### src/rtl/brownout_response_ctrl.sv
// brownout_response_ctrl
//
// Reacts to the supply-rate brownout detector. A brownout is confirmed
// after CONFIRM_COUNT consecutive qualified hits, then a save is requested
// from the state-save controller. After that the switched loads are shed
// until the supply has been good for RECOVER_CYCLES consecutive cycles.
//
// state    | meaning
// ---------+-----------------------------------------------------------
// IDLE     | normal operation, loads on, waiting for a qualified hit
// CONFIRM  | counting consecutive hits, bounded by a sample window
// SAVE_REQ | save_req asserted, waiting for save_ack or the timeout
// HOLD     | loads shed, waiting for a long enough run of vin_ok
//
// Ports
//   clk          system clock, rising edge
//   rst_n        asynchronous active-low reset
//   sample_valid detector sample strobe; qualifies brownout
//   brownout     detector output (per sample)
//   save_ack     state-save completion (level or pulse)
//   vin_ok       supply-good level
//   save_req     request to the state-save controller
//   load_en      switched-load enable, active high
//   alarm        high while an event is in progress
//   save_fail    sticky: a save request timed out
//   event_count  completed events, saturating at 255
//   state        current FSM state (debug)

module brownout_response_ctrl #(
    parameter int unsigned CONFIRM_COUNT  = 3,
    parameter int unsigned WINDOW_CYCLES  = 1000,
    parameter int unsigned SAVE_TIMEOUT   = 5000,
    parameter int unsigned RECOVER_CYCLES = 20000
) (
    input  logic       clk,
    input  logic       rst_n,
    input  logic       sample_valid,
    input  logic       brownout,
    input  logic       save_ack,
    input  logic       vin_ok,
    output logic       save_req,
    output logic       load_en,
    output logic       alarm,
    output logic       save_fail,
    output logic [7:0] event_count,
    output logic [2:0] state
);

    typedef enum logic [2:0] {
        IDLE     = 3'd0,
        CONFIRM  = 3'd1,
        SAVE_REQ = 3'd2,
        HOLD     = 3'd3
    } state_t;

    // Timers count up from 0 on entry; the terminal value is one below the
    // programmed interval so the transition lands on the N-th cycle.
    localparam logic [7:0]  CONF_LAST = 8'(CONFIRM_COUNT);
    localparam logic [15:0] WIN_LAST  = 16'(WINDOW_CYCLES - 1);
    localparam logic [15:0] TO_LAST   = 16'(SAVE_TIMEOUT - 1);
    localparam logic [15:0] REC_LAST  = 16'(RECOVER_CYCLES - 1);

    state_t      state_q;
    logic [7:0]  conf_cnt;
    logic [15:0] win_cnt;
    logic [15:0] to_cnt;
    logic [15:0] rec_cnt;
    logic        save_req_q;
    logic        load_en_q;
    logic        alarm_q;
    logic        save_fail_q;
    logic [7:0]  event_cnt_q;

    logic hit;
    logic miss;

    assign hit  = sample_valid &  brownout;
    assign miss = sample_valid & ~brownout;

    always_ff @(posedge clk or negedge rst_n) begin
        if (!rst_n) begin
            state_q     <= IDLE;
            conf_cnt    <= 8'd0;
            win_cnt     <= 16'd0;
            to_cnt      <= 16'd0;
            rec_cnt     <= 16'd0;
            save_req_q  <= 1'b0;
            load_en_q   <= 1'b1;
            alarm_q     <= 1'b0;
            save_fail_q <= 1'b0;
            event_cnt_q <= 8'd0;
        end else begin
            case (state_q)
                IDLE: begin
                    if (hit) begin
                        conf_cnt <= 8'd1;
                        win_cnt  <= 16'd0;
                        if (CONFIRM_COUNT == 1) begin
                            state_q    <= SAVE_REQ;
                            to_cnt     <= 16'd0;
                            save_req_q <= 1'b1;
                            alarm_q    <= 1'b1;
                            load_en_q  <= 1'b1;
                        end else begin
                            state_q <= CONFIRM;
                        end
                    end
                end

                CONFIRM: begin
                    // A sample on the expiry cycle takes priority over expiry.
                    if (sample_valid) begin
                        win_cnt <= 16'd0;
                        if (hit) begin
                            conf_cnt <= conf_cnt + 8'd1;
                            if (conf_cnt + 8'd1 == CONF_LAST) begin
                                state_q    <= SAVE_REQ;
                                to_cnt     <= 16'd0;
                                save_req_q <= 1'b1;
                                alarm_q    <= 1'b1;
                                load_en_q  <= 1'b1;
                            end
                        end else if (miss) begin
                            state_q  <= IDLE;
                            conf_cnt <= 8'd0;
                        end
                    end else if (win_cnt == WIN_LAST) begin
                        state_q  <= IDLE;
                        conf_cnt <= 8'd0;
                        win_cnt  <= 16'd0;
                    end else begin
                        win_cnt <= win_cnt + 16'd1;
                    end
                end

                SAVE_REQ: begin
                    // Ack on the timeout cycle counts as a successful save.
                    if (save_ack) begin
                        state_q    <= HOLD;
                        rec_cnt    <= 16'd0;
                        save_req_q <= 1'b0;
                        load_en_q  <= 1'b0;
                        alarm_q    <= 1'b1;
                    end else if (to_cnt == TO_LAST) begin
                        state_q     <= HOLD;
                        rec_cnt     <= 16'd0;
                        save_req_q  <= 1'b0;
                        load_en_q   <= 1'b0;
                        alarm_q     <= 1'b1;
                        save_fail_q <= 1'b1;
                    end else begin
                        to_cnt <= to_cnt + 16'd1;
                    end
                end

                HOLD: begin
                    if (vin_ok) begin
                        if (rec_cnt == REC_LAST) begin
                            state_q   <= IDLE;
                            rec_cnt   <= 16'd0;
                            conf_cnt  <= 8'd0;
                            load_en_q <= 1'b1;
                            alarm_q   <= 1'b0;
                            if (event_cnt_q != 8'hFF) begin
                                event_cnt_q <= event_cnt_q + 8'd1;
                            end
                        end else begin
                            rec_cnt <= rec_cnt + 16'd1;
                        end
                    end else begin
                        rec_cnt <= 16'd0;
                    end
                end

                default: begin
                    state_q    <= IDLE;
                    conf_cnt   <= 8'd0;
                    win_cnt    <= 16'd0;
                    to_cnt     <= 16'd0;
                    rec_cnt    <= 16'd0;
                    save_req_q <= 1'b0;
                    load_en_q  <= 1'b1;
                    alarm_q    <= 1'b0;
                end
            endcase
        end
    end

    assign save_req    = save_req_q;
    assign load_en     = load_en_q;
    assign alarm       = alarm_q;
    assign save_fail   = save_fail_q;
    assign event_count = event_cnt_q;
    assign state       = state_q;

endmodule

### config.mk
export PLATFORM = sky130hd
export DESIGN_NAME = brownout_response_ctrl
export DESIGN_NICKNAME = d
export VERILOG_FILES = /design/src/rtl/brownout_response_ctrl.sv
export SDC_FILE = /design/constraint.sdc
export NUM_CORES = 1
export LEC_CHECK = 0
export ABC_AREA = 1
export CAP_MARGIN = 15
export CORE_ASPECT_RATIO = 1.4
export CORE_MARGIN = 4
export CORE_UTILIZATION = 50
export CTS_BUF_LIST = sky130_fd_sc_hd__clkbuf_2
export DETAILED_ROUTE_END_ITERATION = 8
export HOLD_SLACK_MARGIN = 0.08
export PLACE_DENSITY = 0.68
export SLEW_MARGIN = 20
export SYNTH_ARGS = -nofsm -noshare
export SYNTH_HDL_FRONTEND = slang
export SYNTH_SLANG_ARGS = --single-unit
export TNS_END_PERCENT = 1
### constraint.sdc
create_clock -name clk -period 3.8 [get_ports clk]
set_input_delay 0.57 -clock clk [delete_from_list [all_inputs] [get_ports clk]]
set_output_delay 0.57 -clock clk [all_outputs]
set_load 0.02 [all_outputs]
==> impl_metrics.xml, run 1 <==
<?xml version="1.0" encoding="UTF-8"?>
<metrics>
  <group name="layout">
    <metric name="drive_above_1_share" unit="">0.07262</metric>
    <metric name="flow.area_growth_from_synthesis" unit="%">8.948</metric>
    <metric name="layout.nets" unit="">672</metric>
    <metric name="mostFrequentLayoutCell" unit="">nand2_1</metric>
    <metric name="final_cells" unit="">766</metric>
    <metric name="final_cell_mix" unit="">190 x nand2_1, 90 x nor2_1, 70 x inv_1</metric>
    <metric name="diodes" unit="">0</metric>
  </group>
  <group name="grt">
    <metric name="gr-total-overflow" unit="">0</metric>
    <metric name="grt_most_used_layer" unit="">met2</metric>
    <metric name="groute.layer.met1.usage" unit="">0.2610</metric>
    <metric name="global_route.usage.total" unit="">0.2044</metric>
    <metric name="first_global_vias" unit="">3900</metric>
    <metric name="global_route_track_usage_on_met2" unit="">0.3354</metric>
    <metric name="wire_length_of_the_first_global_routing_pass" unit="mm">17.26</metric>
    <metric name="grt_antenna_before_repair" unit="">0</metric>
    <metric name="largest_net_degree_at_the_start_of_global_routing" unit="">29</metric>
    <metric name="grtUsageMet3" unit="">0.03434</metric>
  </group>
  <group name="logic_synthesis">
    <metric name="postSynth.asyncResetShare" unit="">1.000</metric>
    <metric name="yosysSeqAreaShare" unit="">0.3942</metric>
    <metric name="synth_top_flop_cell" unit="">dfrtp_1</metric>
    <metric name="synth_cell_type_count" unit="">40</metric>
    <metric name="synth-warning-count" unit="">0</metric>
    <metric name="yosys_register_bits" unit="">70</metric>
    <metric name="syn_inst" unit="">633</metric>
    <metric name="post_synth_instance_area" unit="µm²">4447</metric>
    <metric name="syn-num-nets" unit="">649</metric>
    <metric name="synth-edff-count" unit="">0</metric>
    <metric name="avgSynthCellArea" unit="µm²">7.025</metric>
  </group>
  <group name="clock_tree">
    <metric name="clk_root_buffer_cell" unit="">clkbuf_2</metric>
    <metric name="htree_num_levels" unit="">3</metric>
    <metric name="numCtsBuffers" unit="">9</metric>
    <metric name="clock_path_buffers" unit="">2</metric>
    <metric name="clock-sinks" unit="">70</metric>
    <metric name="post_cts_resized" unit="">0</metric>
    <metric name="clk_transition_reported_paths" unit="ns">0.20</metric>
    <metric name="clkLatencyLatePin" unit="ns">0.56</metric>
    <metric name="clock_tree_from_tritoncts" unit="">built</metric>
  </group>
  <group name="detailed_routing">
    <metric name="avgViaCountPerCell" unit="">5.279</metric>
    <metric name="route.detailed.drc" unit="">0</metric>
    <metric name="drt_first_iter_violations" unit="">182</metric>
    <metric name="routed-via-count" unit="">4044</metric>
    <metric name="routed_wl" unit="mm">9.795</metric>
    <metric name="drt.antenna.violating_nets" unit="">0</metric>
    <metric name="wl_per_cell" unit="µm">12.79</metric>
    <metric name="firstDrtPassIters" unit="">5</metric>
  </group>
  <group name="floorplanning">
    <metric name="core-area" unit="µm²">8608</metric>
    <metric name="num_rows" unit="">40</metric>
    <metric name="io_pins" unit="">21</metric>
    <metric name="starting_density_of_the_core" unit="">0.5166</metric>
    <metric name="die_width" unit="µm">87.70</metric>
    <metric name="floorplan.die.height" unit="µm">119.6</metric>
    <metric name="design.die.area" unit="µm²">10490</metric>
  </group>
  <group name="sta">
    <metric name="timing.final.crit_share" unit="">0.6007</metric>
    <metric name="rsz_0062_raised_after_global_routing" unit="">no</metric>
    <metric name="worst_hold_margin" unit="ns">0.4754</metric>
    <metric name="slew_headroom" unit="">0.5380</metric>
    <metric name="finalHoldViolations" unit="">0</metric>
    <metric name="timing_worst_slew_pin_value" unit="ns">0.6930</metric>
    <metric name="finalClockSkew" unit="ns">0.03982</metric>
    <metric name="finalSetupViolCount" unit="">0</metric>
    <metric name="finalCriticalPeriod" unit="ns">2.283</metric>
    <metric name="timing.fmax" unit="MHz">438.1</metric>
    <metric name="timing.final.max_slew_violations" unit="">0</metric>
    <metric name="setup_tns" unit="ns">0</metric>
  </group>
  <group name="setup_path">
    <metric name="critPathMaxFanout" unit="">18</metric>
    <metric name="worst-setup-path-type" unit="">reg2reg</metric>
    <metric name="worstReg2RegStart" unit="">state[0]</metric>
    <metric name="startpoint_type" unit="">flip-flop</metric>
    <metric name="timing.critical_path.to_type" unit="">flip-flop</metric>
    <metric name="worstPathRequired" unit="ns">4.27</metric>
    <metric name="timing.critical_path.arrival" unit="ns">2.75</metric>
    <metric name="crit_start" unit="">state[0]</metric>
  </group>
  <group name="placement">
    <metric name="gp_congestion" unit="">0.8934</metric>
    <metric name="portBuffers" unit="">19</metric>
    <metric name="detailedPlacementHpwl" unit="mm">7.139</metric>
    <metric name="place.detailed.instances" unit="">749</metric>
  </group>
  <group name="power_and_ir_drop">
    <metric name="power.leakage" unit="nW">2.225</metric>
    <metric name="powerDensity" unit="nW/µm²">424.3</metric>
    <metric name="max-vdd-ir-drop" unit="mV">0.2808</metric>
  </group>
  <group name="hold_path">
    <metric name="hp-start" unit="">load_en</metric>
    <metric name="hold_class" unit="">reg2reg</metric>
  </group>
  <group name="flow_run">
    <metric name="timing.max_cap.violations" unit="">0</metric>
  </group>
  <group name="status">
    <metric name="status" unit="">complete, no violations</metric>
  </group>
</metrics>
## where the power goes
part           total, mW  internal, mW  leakage (nW)  switching, mW
logic              0.756         0.201          1.20          0.555
registers          0.840         0.798         0.959         0.0428
clock network      0.459         0.158        0.0656          0.302
total               2.06          1.16          2.22          0.899
## synthesized netlist by cell type (4+ instances only)
master,number,share of area
nand2_1,190,0.16
nor2_1,90,0.076
inv_1,70,0.059
dfrtp_1,69,0.39
nand3_1,53,0.060
nand4_1,31,0.044
o21ai_0,20,0.023
xor2_1,16,0.032
nor3_1,14,0.016
a21oi_1,11,0.012
ha_1,10,0.028
o21ai_2,8,0.016
xnor2_1,5,0.0098
clkbuf_1,4,0.0034
## final cells by class
cell class              count  area, µm²
clock buffers               9      45.04
repair buffers             23      217.7
inverters                  74      279.0
clock inverters             7      78.83
well taps                 105      131.4
fillers                   837       3764
multi-input cells         478       2340
flip-flops and latches     70       1753
## registers in the layout, indices dropped and copies added, names as in the netlist
name and flops:
alarm 1, conf_cnt 8, event_count 8, load_en 1, rec_cnt 16, save_fail 1, save_req 1, state 2
to_cnt 16, win_cnt 16
## final timing paths
path / endpoint / slack, ns / cells past startpoint
max reg2reg: rec_cnt[3] / 1.52 / 10
max: rec_cnt[3] / 1.52 / 10
min: load_en / 0.48 / 2
min reg2reg: load_en / 0.48 / 2
min in group asynchronous: win_cnt[14] / 0.55 / 2
max in group asynchronous: rec_cnt[12] / 2.39 / 3
## stage by stage
stage | setup WS, ns | power (mW) | utilization | instance area [µm²]
after detailed placement | 1.424 | 1.610 | 0.5472 | 4711
after global routing | 1.299 | 2.205 | 0.5628 | 4845
after CTS | 1.484 | 2.076 | 0.5628 | 4845
after floorplan | 1.856 | 1.429 | - | 4447
final | 1.517 | 2.056 | 0.5628 | 4845
after global placement | 1.469 | 1.595 | 0.5472 | 4711
## worst max-delay path: stages (launching register included)
cell	delay [ns]
dfrtp_1	0.48
inv_1	0.11
ha_1	0.28
inv_2	0.19
nor2_1	0.15
nand2_2	0.10
nand2_2	0.27
clkinv_2	0.29
nand2_1	0.16
inv_1	0.08
a21oi_1	0.12
## routing by layer
metal  part of all wire  routed length [µm]
met3              0.030                 294
met2               0.50                4913
met4              0.025                 248
met1               0.44                4339
met5                  0                   0
## cell families (layout without fill, tap and decap cells)
family | after synthesis | count (layout) | share of synthesized area
AND/OR/NAND/NOR | 398 | 398 | 0.3903
buffers and inverters | 85 | 113 | 0.07962
flip-flops | 70 | 70 | 0.3942
AO/OA/AOI/OAI | 48 | 48 | 0.06556
XOR/XNOR | 21 | 21 | 0.04136
adder cells (fa/ha/maj) | 10 | 10 | 0.02814
other | 1 | 1 | 0.0008433
## what timing repair did
action | in CTS | in global routing
hold buffers | 1 | 0
endpoints found under the setup margin | 0 | 0
buffers inserted | 0 | 0
hold endpoints to repair | 26 | 0
No activity file was read; power rests on OpenSTA's default activity.
==> inputs of run 2 (changes only) <==
==> constraint.sdc (replaced) <==
create_clock -name clk -period 2.36 [get_ports clk]
set_input_delay 0.354 -clock clk [delete_from_list [all_inputs] [get_ports clk]]
set_output_delay 0.354 -clock clk [all_outputs]
set_load 0.02 [all_outputs]
==> run 2 against run 1 <==
  * Cell count is 0.52% higher
  * Setup slack worse by 1.3 ns
  * Critical path depth is 1 lower
  * Design area is 0.31% higher
  * Sequential cell count stayed put
  * Die area stayed put
  * Combinational power is 65% higher
  * Worst hold slack worse by 0.081 ns
  * Maximum frequency is 8.3% higher
  * Critical path type unchanged
  * Largest cell class unchanged
  * Highest routed layer unchanged
==> impl_metrics.xml, run 2 (synthesized netlist as in run 1, its figures left out) <==
<?xml version="1.0" encoding="UTF-8"?>
<metrics>
  <group name="setup_path">
    <metric name="crit_start" unit="">state[0]</metric>
    <metric name="worstReg2RegStart" unit="">state[0]</metric>
    <metric name="r2r-end" unit="">win_cnt[11]</metric>
    <metric name="reg2reg_setup_slack" unit="ns">0.25</metric>
    <metric name="worstRegToRegCells" unit="">9</metric>
    <metric name="worst-setup-path-type" unit="">reg2reg</metric>
    <metric name="timing.critical_path.to_type" unit="">flip-flop</metric>
    <metric name="worstPathRequired" unit="ns">2.81</metric>
    <metric name="crit_chain" unit="">inv_1 -&gt; ha_1 -&gt; nor2_1 -&gt; nand2_1 -&gt; nor2_1 -&gt; nand3_1 -&gt; inv_1 -&gt; nand2_1 -&gt; a211oi_1</metric>
    <metric name="critPathSlowestCell" unit="">dfrtp_2</metric>
    <metric name="crit_path_end" unit="">win_cnt[11]</metric>
    <metric name="startpoint_type" unit="">flip-flop</metric>
    <metric name="timing.critical_path.arrival" unit="ns">2.55</metric>
    <metric name="critPathMaxFanout" unit="">6</metric>
    <metric name="cp_slowest_stage_delay" unit="ns">0.46</metric>
  </group>
  <group name="grt">
    <metric name="grt_most_used_layer" unit="">met2</metric>
    <metric name="global_route_track_usage_on_met2" unit="">0.3288</metric>
    <metric name="global_route.usage.total" unit="">0.1988</metric>
    <metric name="wire_length_of_the_first_global_routing_pass" unit="mm">16.99</metric>
    <metric name="groute.layer.met1.usage" unit="">0.2580</metric>
    <metric name="grt_antenna_before_repair" unit="">0</metric>
    <metric name="grtUsageMet3" unit="">0.02404</metric>
    <metric name="gr-total-overflow" unit="">0</metric>
    <metric name="largest_net_degree_at_the_start_of_global_routing" unit="">42</metric>
    <metric name="first_global_vias" unit="">3767</metric>
  </group>
  <group name="clock_tree">
    <metric name="clk_transition_reported_paths" unit="ns">0.20</metric>
    <metric name="clock-sinks" unit="">70</metric>
    <metric name="htree_num_levels" unit="">3</metric>
    <metric name="setup_buffers_after_cts" unit="">0</metric>
    <metric name="clock_tree_from_tritoncts" unit="">built</metric>
    <metric name="numCtsBuffers" unit="">9</metric>
    <metric name="clock_path_buffers" unit="">2</metric>
    <metric name="clkLatencyLatePin" unit="ns">0.54</metric>
    <metric name="clk_root_buffer_cell" unit="">clkbuf_2</metric>
  </group>
  <group name="placement">
    <metric name="gp_congestion" unit="">0.8979</metric>
    <metric name="place.detailed.instances" unit="">753</metric>
    <metric name="detailedPlacementHpwl" unit="mm">7.100</metric>
    <metric name="portBuffers" unit="">19</metric>
  </group>
  <group name="detailed_routing">
    <metric name="wl_per_cell" unit="µm">12.56</metric>
    <metric name="routed-via-count" unit="">3994</metric>
    <metric name="route.detailed.drc" unit="">0</metric>
    <metric name="drt_first_iter_violations" unit="">170</metric>
    <metric name="avgViaCountPerCell" unit="">5.187</metric>
    <metric name="routed_wl" unit="mm">9.671</metric>
    <metric name="firstDrtPassIters" unit="">5</metric>
    <metric name="drt.antenna.violating_nets" unit="">0</metric>
  </group>
  <group name="power_and_ir_drop">
    <metric name="powerDensity" unit="nW/µm²">658.4</metric>
    <metric name="max-vdd-ir-drop" unit="mV">0.4116</metric>
    <metric name="power.leakage" unit="nW">2.256</metric>
    <metric name="fin_total_pwr" unit="mW">3.200</metric>
  </group>
  <group name="layout">
    <metric name="fin_util" unit="">0.5645</metric>
    <metric name="flow.area_growth_from_synthesis" unit="%">9.285</metric>
    <metric name="final_cell_mix" unit="">190 x nand2_1, 90 x nor2_1, 70 x inv_1</metric>
    <metric name="layout.nets" unit="">676</metric>
    <metric name="drive_above_1_share" unit="">0.07970</metric>
    <metric name="diodes" unit="">0</metric>
    <metric name="mostFrequentLayoutCell" unit="">nand2_1</metric>
    <metric name="final_cells" unit="">770</metric>
    <metric name="reg.largest.list" unit="">rec_cnt x16, to_cnt x16, win_cnt x16</metric>
  </group>
  <group name="floorplanning">
    <metric name="io_pins" unit="">21</metric>
    <metric name="core-area" unit="µm²">8608</metric>
    <metric name="die_width" unit="µm">87.70</metric>
    <metric name="design.die.area" unit="µm²">10490</metric>
    <metric name="starting_density_of_the_core" unit="">0.5166</metric>
    <metric name="floorplan.die.height" unit="µm">119.6</metric>
    <metric name="num_rows" unit="">40</metric>
  </group>
  <group name="sta">
    <metric name="timing_worst_slew_pin_value" unit="ns">0.7302</metric>
    <metric name="setup_tns" unit="ns">0</metric>
    <metric name="finalCriticalPeriod" unit="ns">2.108</metric>
    <metric name="finalSetupViolCount" unit="">0</metric>
    <metric name="slew_headroom" unit="">0.5132</metric>
    <metric name="finalClockSkew" unit="ns">0.03436</metric>
    <metric name="timing.fmax" unit="MHz">474.5</metric>
    <metric name="rsz_0062_raised_after_global_routing" unit="">no</metric>
    <metric name="worst_hold_margin" unit="ns">0.3939</metric>
    <metric name="timing.final.max_slew_violations" unit="">0</metric>
    <metric name="timing.final.crit_share" unit="">0.8930</metric>
    <metric name="finalHoldViolations" unit="">0</metric>
  </group>
  <group name="flow_run">
    <metric name="timing.max_cap.violations" unit="">0</metric>
  </group>
  <group name="hold_path">
    <metric name="hold_class" unit="">in2async</metric>
  </group>
  <group name="status">
    <metric name="status" unit="">complete, no violations</metric>
  </group>
</metrics>
run 2: cell types whose count changed in the layout (fill, tap and decap cells not counted), sizes merged:
cell,before,now
bufinv,1,0
clkinv,1,5
clkbuf,9,10
buf,4,8
inv,76,73
clkinvlp,3,2
run 2: worst min-delay path by stage:
| stage | startpoint | endpoint | slack (ns) | depth (start not counted) |
|---|---|---|---|---|
| after floorplan | rst_n | alarm | 0.06 | 0 |
| after CTS | rst_n | conf_cnt[6] | 0.39 | 2 |
| after global routing | rst_n | to_cnt[0] | 0.42 | 2 |
| after detailed placement | rst_n | conf_cnt[3] | 0.46 | 1 |
| final | rst_n | conf_cnt[6] | 0.39 | 2 |
| after global placement | rst_n | conf_cnt[7] | 0.44 | 1 |
run 2: layer usage:
metal  up-vias  part of all wire  wire length (µm)
met1      1848              0.45              4385
met4         0             0.020               198
met3        15             0.022               209
met5         -                 0                 0
met2        44              0.50              4877
li1       2087                 -                 -
run 2: layout make-up:
class | count | area (µm²)
fillers | 854 | 3749
multi-input cells | 478 | 2346
flip-flops and latches | 70 | 1754
inverters | 74 | 279.0
repair buffers | 27 | 260.3
well taps | 105 | 131.4
clock buffers | 10 | 50.05
clock inverters | 6 | 38.79
run 2: per-stage QoR:
stage / setup WS, ns / cell area (µm²)
2_1_floorplan: 0.4158 / 4447
3_3_place_gp: 0.2759 / 4753
3_5_place_dp: 0.1887 / 4753
4_1_cts: 0.2041 / 4852
5_1_grt: 0.06063 / 4860
6_report: 0.2524 / 4860
run 2: what timing repair did:
item / CTS / global route
setup endpoints to repair: 0 / 1
hold endpoints to repair: 28 / 0
hold buffers: 1 / 0
resized for setup: 0 / 2
run 2: power by group:
part / internal [mW] / switching, mW / total [mW]
registers: 1.29 / 0.0688 / 1.35
clock network: 0.138 / 0.454 / 0.592
logic: 0.363 / 0.890 / 1.25
run 2: worst max-delay path: cells and delay by family, from the launching register on:
family / cells / cell delay, ns
compound gates: 1 / 0.24
fa+ha+maj: 1 / 0.29
buf+inv: 2 / 0.20
flops: 1 / 0.46
simple gates: 5 / 0.86
==> inputs of run 3 (changes only) <==
--- a/config.mk
+++ b/config.mk
@@ -8,7 +8,7 @@
 export ABC_AREA = 1
 export CAP_MARGIN = 15
 export CORE_ASPECT_RATIO = 1.4
-export CORE_MARGIN = 4
+export CORE_MARGIN = 3
 export CORE_UTILIZATION = 50
 export CTS_BUF_LIST = sky130_fd_sc_hd__clkbuf_2
 export DETAILED_ROUTE_END_ITERATION = 8
==> run 3 against run 2 <==
  * Cell count grew 0.13%
  * Die area down 3.9%
  * First-iteration DRC count is 2.4% lower
==> impl_metrics.xml, run 3 (synthesized netlist as in run 1, its figures left out) <==
<?xml version="1.0" encoding="UTF-8"?>
<metrics>
  <group name="detailed_routing">
    <metric name="wl_per_cell" unit="µm">12.51</metric>
    <metric name="drt.antenna.violating_nets" unit="">0</metric>
    <metric name="avgViaCountPerCell" unit="">5.244</metric>
    <metric name="drt_first_iter_violations" unit="">166</metric>
    <metric name="routed-via-count" unit="">4043</metric>
    <metric name="firstDrtPassIters" unit="">5</metric>
    <metric name="routed_wl" unit="mm">9.644</metric>
    <metric name="route.detailed.drc" unit="">0</metric>
  </group>
  <group name="hold_path">
    <metric name="hold_class" unit="">in2async</metric>
  </group>
  <group name="grt">
    <metric name="grtUsageMet3" unit="">0.03571</metric>
    <metric name="grt_antenna_before_repair" unit="">0</metric>
    <metric name="global_route_track_usage_on_met2" unit="">0.3478</metric>
    <metric name="groute.layer.met1.usage" unit="">0.2661</metric>
    <metric name="largest_net_degree_at_the_start_of_global_routing" unit="">42</metric>
    <metric name="wire_length_of_the_first_global_routing_pass" unit="mm">17.19</metric>
    <metric name="global_route.usage.total" unit="">0.2066</metric>
    <metric name="gr-total-overflow" unit="">0</metric>
    <metric name="first_global_vias" unit="">3817</metric>
    <metric name="grt_most_used_layer" unit="">met2</metric>
  </group>
  <group name="clock_tree">
    <metric name="clkLatencyLatePin" unit="ns">0.53</metric>
    <metric name="clock_path_buffers" unit="">2</metric>
    <metric name="numCtsBuffers" unit="">9</metric>
    <metric name="htree_num_levels" unit="">3</metric>
    <metric name="clock-sinks" unit="">70</metric>
    <metric name="clk_transition_reported_paths" unit="ns">0.22</metric>
    <metric name="clock_tree_from_tritoncts" unit="">built</metric>
    <metric name="clk_root_buffer_cell" unit="">clkbuf_2</metric>
  </group>
  <group name="sta">
    <metric name="worst_hold_margin" unit="ns">0.3880</metric>
    <metric name="finalHoldViolations" unit="">0</metric>
    <metric name="slew_headroom" unit="">0.5116</metric>
    <metric name="finalSetupViolCount" unit="">0</metric>
    <metric name="setup_tns" unit="ns">0</metric>
    <metric name="timing.final.max_slew_violations" unit="">0</metric>
    <metric name="timing.fmax" unit="MHz">490.1</metric>
    <metric name="rsz_0062_raised_after_global_routing" unit="">no</metric>
    <metric name="timing_worst_slew_pin_value" unit="ns">0.7325</metric>
    <metric name="timing.final.crit_share" unit="">0.8645</metric>
    <metric name="finalCriticalPeriod" unit="ns">2.040</metric>
    <metric name="finalClockSkew" unit="ns">0.03102</metric>
    <metric name="setup_ws" unit="ns">0.3197</metric>
  </group>
  <group name="floorplanning">
    <metric name="num_rows" unit="">40</metric>
    <metric name="die_width" unit="µm">85.70</metric>
    <metric name="core-area" unit="µm²">8608</metric>
    <metric name="design.die.area" unit="µm²">10080</metric>
    <metric name="io_pins" unit="">21</metric>
    <metric name="starting_density_of_the_core" unit="">0.5166</metric>
    <metric name="floorplan.die.height" unit="µm">117.6</metric>
  </group>
  <group name="power_and_ir_drop">
    <metric name="net-switching-power" unit="mW">1.446</metric>
    <metric name="cellInternalPower" unit="mW">2.013</metric>
    <metric name="fin_total_pwr" unit="mW">3.460</metric>
    <metric name="powerDensity" unit="nW/µm²">702.0</metric>
    <metric name="power_share_of_the_combinational_group" unit="">0.363</metric>
    <metric name="power.leakage" unit="nW">2.292</metric>
    <metric name="swShare" unit="">0.4180</metric>
    <metric name="max-vdd-ir-drop" unit="mV">0.4140</metric>
    <metric name="share_clk_of_total_power" unit="">0.246</metric>
    <metric name="seqPwrFrac" unit="">0.391</metric>
  </group>
  <group name="setup_path">
    <metric name="worstReg2RegStart" unit="">state[0]</metric>
    <metric name="worst-setup-path-type" unit="">reg2reg</metric>
    <metric name="critPathMaxFanout" unit="">6</metric>
    <metric name="cp_top_family" unit="">simple AND/OR/NAND/NOR gates</metric>
    <metric name="crit_start" unit="">state[0]</metric>
    <metric name="crit_chain" unit="">inv_1 -&gt; ha_1 -&gt; nor2_2 -&gt; nand4_1 -&gt; buf_4 -&gt; nor3_4 -&gt; nand2_1 -&gt; o21ai_0 -&gt; nand2_1 -&gt; nor2_1</metric>
    <metric name="worstPathRequired" unit="ns">2.84</metric>
    <metric name="timing.critical_path.to_type" unit="">flip-flop</metric>
    <metric name="worst_path_buffer_plus_inverter_count" unit="">2</metric>
    <metric name="timing.critical_path.arrival" unit="ns">2.52</metric>
    <metric name="startpoint_type" unit="">flip-flop</metric>
    <metric name="crit_path_frequent_cell" unit="">nand2_1</metric>
    <metric name="critPathSlowestCell" unit="">dfrtp_1</metric>
    <metric name="cp_slowest_stage_delay" unit="ns">0.49</metric>
  </group>
  <group name="flow_run">
    <metric name="timing.max_cap.violations" unit="">0</metric>
  </group>
  <group name="layout">
    <metric name="diodes" unit="">0</metric>
    <metric name="mostFrequentLayoutCell" unit="">nand2_1</metric>
    <metric name="reg.largest.list" unit="">rec_cnt x16, to_cnt x16, win_cnt x16</metric>
    <metric name="layout.nets" unit="">677</metric>
    <metric name="drive_above_1_share" unit="">0.08108</metric>
    <metric name="final_cell_mix" unit="">190 x nand2_1, 89 x nor2_1, 70 x inv_1</metric>
    <metric name="flow.area_growth_from_synthesis" unit="%">10.83</metric>
  </group>
  <group name="placement">
    <metric name="portBuffers" unit="">19</metric>
    <metric name="placement.setup.worst_slack" unit="ns">0.1217</metric>
    <metric name="detailedPlacementHpwl" unit="mm">7.085</metric>
    <metric name="gp_congestion" unit="">0.9145</metric>
  </group>
  <group name="status">
    <metric name="status" unit="">complete, no violations</metric>
  </group>
</metrics>
run 3: final cells by class:
class                           instances  area (µm²)
Clock inverter                          7       103.9
Timing Repair Buffer                   28       267.8
Clock buffer                            9       45.04
Inverter                               74       279.0
Multi-Input combinational cell        478        2349
Sequential cell                        70        1753
Tap cell                              105       131.4
Fill cell                             838        3680
run 3: worst paths after layout:
kind	depth (start not counted)	to	slack (ns)
max	10	win_cnt[14]	0.32
min	2	conf_cnt[3]	0.39
max reg2reg	10	win_cnt[14]	0.32
min reg2reg	2	load_en	0.48
max in group asynchronous	3	rec_cnt[9]	1.30
min in group clk	3	rec_cnt[7]	0.47
run 3: power by group through the flow:
stage	clock network, mW	registers (mW)	logic (mW)
2_1_floorplan	0	1.41	0.893
3_3_place_gp	0	1.37	1.25
3_5_place_dp	0	1.38	1.26
4_1_cts	0.892	1.35	1.26
5_1_grt	0.944	1.37	1.41
6_report	0.852	1.35	1.25
run 3: per-stage QoR:
stage               std cells  area (µm²)    util
floorplan                 633        4447       -
global placement          753        4753  0.5522
detailed placement        753        4753  0.5522
CTS                       770        4912  0.5706
global route              771        4928  0.5725
finish                    771        4928  0.5725
run 3: metal layers:
layer  part of all wire  up-vias
li1                   -     2084
met2               0.50       48
met3              0.026       12
met1               0.45     1899
met4              0.015        0
met5                  0        -
run 3: timing repair:
item / 4_1_cts / 5_1_grt
setup endpoints to repair: 0 / 2
buffers inserted: 0 / 1
hold buffers: 1 / 0
endpoints found under the hold margin: 28 / 0
resized for setup: 0 / 2
